<file path="config.mk">
export PLATFORM = sky130hd
export DESIGN_NAME = mem_arbiter
export DESIGN_NICKNAME = d
export VERILOG_FILES = /design/src/rtl/mem_arbiter.sv
export SDC_FILE = /design/constraint.sdc
export NUM_CORES = 1
export LEC_CHECK = 0
export CAP_MARGIN = 5
export CORE_AREA = 2 2 122 124
export CTS_BUF_LIST = sky130_fd_sc_hd__clkbuf_4 sky130_fd_sc_hd__clkbuf_8
export CTS_CLUSTER_SIZE = 25
export DETAILED_ROUTE_END_ITERATION = 8
export DIE_AREA = 0 0 124 126
export GPL_TIMING_DRIVEN = 0
export SKIP_LAST_GASP = 1
export SLEW_MARGIN = 20
export SYNTH_ARGS = -nofsm -noshare
export SYNTH_HDL_FRONTEND = slang
export SYNTH_SLANG_ARGS = --single-unit
</file>
<file path="constraint.sdc">
create_clock -name clk_i -period 4.4 [get_ports clk_i]
set_input_delay 0.44 -clock clk_i [delete_from_list [all_inputs] [get_ports clk_i]]
set_output_delay 0.44 -clock clk_i [all_outputs]
set_load 0.05 [all_outputs]
</file>
<file path="src/rtl/mem_arbiter.sv">
// Two-to-one round-robin arbiter that shares one memory port between instruction fetch (m0)
// and data (m1). An in-order tag FIFO sends each response back to the port that issued it.
module mem_arbiter #(
  parameter int unsigned Xlen     = 32,
  parameter int unsigned MaskBits = 4,
  parameter int unsigned Depth    = 2
) (
  input  logic                clk_i,
  input  logic                rst_i,
  input  logic                m0_valid_i,
  output logic                m0_ready_o,
  input  logic [Xlen-1:0]     m0_addr_i,
  input  logic [Xlen-1:0]     m0_wdata_i,
  input  logic [MaskBits-1:0] m0_wmask_i,
  output logic [Xlen-1:0]     m0_rdata_o,
  output logic                m0_rvalid_o,
  input  logic                m1_valid_i,
  output logic                m1_ready_o,
  input  logic [Xlen-1:0]     m1_addr_i,
  input  logic [Xlen-1:0]     m1_wdata_i,
  input  logic [MaskBits-1:0] m1_wmask_i,
  output logic [Xlen-1:0]     m1_rdata_o,
  output logic                m1_rvalid_o,
  output logic                mem_valid_o,
  input  logic                mem_ready_i,
  output logic [Xlen-1:0]     mem_addr_o,
  output logic [Xlen-1:0]     mem_wdata_o,
  output logic [MaskBits-1:0] mem_wmask_o,
  input  logic [Xlen-1:0]     mem_rdata_i,
  input  logic                mem_rvalid_i,
  output logic                resp_err_o
);

  localparam int unsigned PtrW = (Depth > 1) ? $clog2(Depth) : 1;
  localparam int unsigned CntW = $clog2(Depth) + 1;
  localparam logic [CntW-1:0] DepthC  = CntW'(Depth);
  localparam logic [PtrW-1:0] LastPtr = PtrW'(Depth - 1);

  logic [Depth-1:0] r_tags;
  logic [PtrW-1:0]  r_wptr;
  logic [PtrW-1:0]  r_rptr;
  logic [CntW-1:0]  r_count;
  logic             r_last_grant;
  logic             r_lock;
  logic             r_lock_id;
  logic             r_resp_err;

  logic w_grant;
  logic w_gnt_valid;
  logic w_space;
  logic w_accept;
  logic w_pop;
  logic w_stray;
  logic w_head;

  // A held grant wins over round-robin so the stalled requester's fields stay on the bus.
  always_comb begin
    w_grant = 1'b0;
    if (r_lock) begin
      w_grant = r_lock_id;
    end else if (m0_valid_i && m1_valid_i) begin
      w_grant = ~r_last_grant;
    end else if (m1_valid_i) begin
      w_grant = 1'b1;
    end
  end

  assign w_gnt_valid = w_grant ? m1_valid_i : m0_valid_i;
  // A full FIFO can still accept when the head is popped in the same cycle.
  assign w_space     = (r_count < DepthC) || ((r_count == DepthC) && mem_rvalid_i);

  assign mem_valid_o = ~rst_i & w_gnt_valid & w_space;
  assign m0_ready_o  = ~rst_i & mem_ready_i & w_space & ~w_grant;
  assign m1_ready_o  = ~rst_i & mem_ready_i & w_space & w_grant;
  assign w_accept    = mem_valid_o & mem_ready_i;

  assign mem_addr_o  = w_grant ? m1_addr_i  : m0_addr_i;
  assign mem_wdata_o = w_grant ? m1_wdata_i : m0_wdata_i;
  assign mem_wmask_o = w_grant ? m1_wmask_i : m0_wmask_i;

  assign w_pop   = mem_rvalid_i & (r_count != '0);
  assign w_stray = mem_rvalid_i & (r_count == '0);
  assign w_head  = r_tags[r_rptr];

  assign m0_rvalid_o = ~rst_i & w_pop & ~w_head;
  assign m1_rvalid_o = ~rst_i & w_pop & w_head;
  assign m0_rdata_o  = mem_rdata_i;
  assign m1_rdata_o  = mem_rdata_i;
  assign resp_err_o  = r_resp_err;

  always_ff @(posedge clk_i or posedge rst_i) begin
    if (rst_i) begin
      r_tags       <= '0;
      r_wptr       <= '0;
      r_rptr       <= '0;
      r_count      <= '0;
      r_last_grant <= 1'b0;
      r_lock       <= 1'b0;
      r_lock_id    <= 1'b0;
      r_resp_err   <= 1'b0;
    end else begin
      if (w_accept) begin
        r_tags[r_wptr] <= w_grant;
        r_wptr         <= (r_wptr == LastPtr) ? '0 : r_wptr + 1'b1;
      end
      if (w_pop) begin
        r_rptr <= (r_rptr == LastPtr) ? '0 : r_rptr + 1'b1;
      end
      if (w_accept && !w_pop) begin
        r_count <= r_count + 1'b1;
      end else if (!w_accept && w_pop) begin
        r_count <= r_count - 1'b1;
      end
      if (w_accept) begin
        r_last_grant <= w_grant;
        r_lock       <= 1'b0;
      end else if (w_gnt_valid) begin
        r_lock    <= 1'b1;
        r_lock_id <= w_grant;
      end
      if (w_stray) begin
        r_resp_err <= 1'b1;
      end
    end
  end

endmodule

</file>
==> flow_metrics.tcl <==
set metrics [dict create \
    status "complete, no violations" \
    finalWorstSetupSlack_ns 1.06 \
    cts_buffers 3 \
    grt_pass1_vias 2420 \
    yosys.area.top_type "mux2_2" \
    drive_above_1_share_pct 26.3 \
    synth_nets 364 \
    cts_tree "done" \
    hold_viol_final 0 \
    synthMuxAreaShare_pct 41.8 \
    yosysSeqAreaShare_pct 13.5 \
    dr.pass1.iters 4 \
    dpl_cell_area_um2 4880 \
    num-fill-cells 1425 \
    hp-class "register to register" \
    multiInputGateArea_um2 1030 \
    critPathMaxStageDelay_ns 0.72 \
    routed_via_density 3.63 \
    hpwl_mm 8.33 \
    h-tree-depth 1 \
    synth_compound_area_share_pct 7.02 \
    vdd_drop_max_mv 0.129 \
    fin_util_pct 34.4 \
    post-route-period-util_pct 75.8 \
    nets 648 \
    synth.yosys.warnings 0 \
    grt_start_max_net_pins 11 \
    fp.dieArea_um2 15600 \
    vias 2375 \
    grt_first_pass_wirelength_mm 12.7 \
    gr-total-overflow 0 \
    leakage_uw 0.00196 \
    yosys-top-cells-area "mux2_2, buf_4, dfrtp_1" \
    synthXorXnorAreaFrac_pct 2.36 \
    core-area_um2 14300 \
    synthAdderAreaFrac_pct 0.675 \
    dp_cells 652 \
    cp-end-kind "primary output" \
    worstMarginPinSlew_ns 0.567 \
    pin_count 312 \
    synth.distinct_cells 28 \
    rows 44 \
    crit_slowest_cell "clkdlybuf4s50_1" \
    register_area_um2 250 \
    track_usage_pct 10.3 \
    clk_latency_ns 0.23 \
    crit_type "primary input to primary output" \
    hold_buffers 0 \
    synthSimpleGateAreaFrac_pct 3.58 \
    syn_area_um2 1850 \
    cts_sinks 10 \
    synth_top_family_by_area "multiplexers" \
    post-route-cell-area_um2 4920 \
    die_h_um 126 \
    crit_arrival_ns 2.90 \
    drc 0 \
    clock_path_buffers 2 \
    die_w_um 124 \
    cts_setup_buffers 0 \
    r2r_setup_slack_ns 2.47 \
    fmax_mhz 300 \
    gp_congestion 0.788 \
    worstPathRequired_ns 3.96 \
    ys.flop_type "dfrtp_1" \
    totalNegativeSetupSlack_ns 0 \
    synth-async-reset-ratio_pct 100 \
    port_buffers 279 \
    clk_pin_slew_worst_paths_ns 0.04 \
    p_per_area_nw_per_um2 378 \
    ys_seq_elements 10 \
    drv_cap 0 \
    synth_edf_count 0 \
    synth_top_area_share_pct 27.9 \
    antenna_found_initial 0 \
    fin_cells 655 \
    path_cells "clkdlybuf4s50_1, a211oi_2, a21oi_4, buf_6, mux2_2, clkdlybuf4s50_1" \
    syn_to_final_growth_pct 165 \
    final_max_slew_viol_count 0 \
    cp-start-kind "primary input" \
    syn_inst 189 \
    syn-mean-instance-area_um2 9.81 \
    cts_resized 0 \
    finalCriticalPeriod_ns 3.34 \
    ant_nets 0 \
    rsz0062_at_grt "no" \
    critPathMaxFanout 10 \
    root_buffer "clkbuf_8" \
    fin_skew_ns 0.00176 \
    routed_wl_mm 9.29 \
    drt_iter0_drc 28 \
    start_util_pct 13.0 \
    cpMostUsedCell "clkdlybuf4s50_1" \
    dp_slack_ns 1.04 \
    wl_per_cell_um 14.2 \
    antenna_cells 0 \
    finalSetupViolations 0 \
    max-slew-margin-rel_pct 62.1 \
]
-- path summary, 6_finish.rpt --
check,to,cells after the start,startpoint
worst max-delay path,mem_addr_o[5],6,m0_valid_i
worst min-delay path,resp_err_o,1,resp_err_o
worst max register to register,r_count[1],8,r_count[0]
worst min register to register,resp_err_o,1,resp_err_o
max in group asynchronous,r_tags[0],2,rst_i
min in group asynchronous,r_lock,2,rst_i
-- per-stage QoR --
stage          hold WS, ns  power [uW]
2_1_floorplan        0.280        1240
3_3_place_gp         0.447        1780
3_5_place_dp         0.450        1790
4_1_cts              0.460        1880
5_1_grt              0.469        1950
6_report             0.452        1860
-- kinds of logic after synthesis --
family | Yosys count
mux | 69
buf+inv | 75
compound gates | 17
xor+xnor | 5
fa+ha+maj | 1
flops | 10
simple gates | 12
-- state kept, by name, indices dropped and copies added, names as in the netlist --
signal,cells
resp_err_o,1
r_tags,2
r_wptr,1
r_rptr,1
r_last_grant,1
r_count,2
r_lock_id,1
r_lock,1
-- routing by layer --
metal / GRT usage [%] / up-vias / wire [um]
met2: 20.6 / 132 / 4960
met4: 1.06 / 0 / 35
met3: 2.26 / 4 / 995
met1: 11.3 / 1074 / 3300
li1: - / 1165 / -
met5: 0 / - / 0
-- synthesized netlist by cell type (2+ instances only) --
master / n
buf_4: 64
mux2_2: 46
mux2_1: 22
dfrtp_1: 10
buf_6: 7
a31oi_1: 6
inv_1: 3
nand2b_1: 3
nor2_1: 3
xnor2_1: 3
and2_1: 2
nor3_1: 2
o21ai_0: 2
xor2_1: 2
-- power breakdown --
part / switching, uW / internal [uW] / leakage [uW]
combinational: 933 / 671 / 0.00183
clock: 29.8 / 59.4 / 0.0000216
sequential: 37.5 / 131 / 0.000114
-- critical path, delay by kind of cell --
family / cells / cell delay (ns)
buffers and inverters: 3 / 1.51
AOI/OAI and AO/OA: 2 / 0.57
muxes: 1 / 0.37
-- placed cells by master (no fill, tap or decap), drive strengths merged --
cell type	Yosys	routed
o22ai	1	1
nor3b	1	1
a21boi	1	1
nand2b	3	3
inv	3	3
o21ai	2	2
a211oi	2	2
xor2	2	2
buf	72	72
a31oi	6	6
clkbuf	0	3
and2	2	2
o22a	1	1
clkdlybuf4s50	0	279
dfrtp	10	10
o31ai	1	1
a21oi	2	2
mux2i	1	1
a21o	1	1
xnor2	3	3
mux2	68	68
nor2b	1	1
nor3	2	2
nor2	3	3
ha	1	1
-- final cells by class --
cell class	instances	area share [%]
repair buffers	279	56.8
multi-input cells	104	20.9
plain buffers	72	11.5
flip-flops and latches	10	5.09
well taps	184	4.68
clock buffers	3	0.839
inverters	3	0.229
No activity file was read; power rests on OpenSTA's default activity.
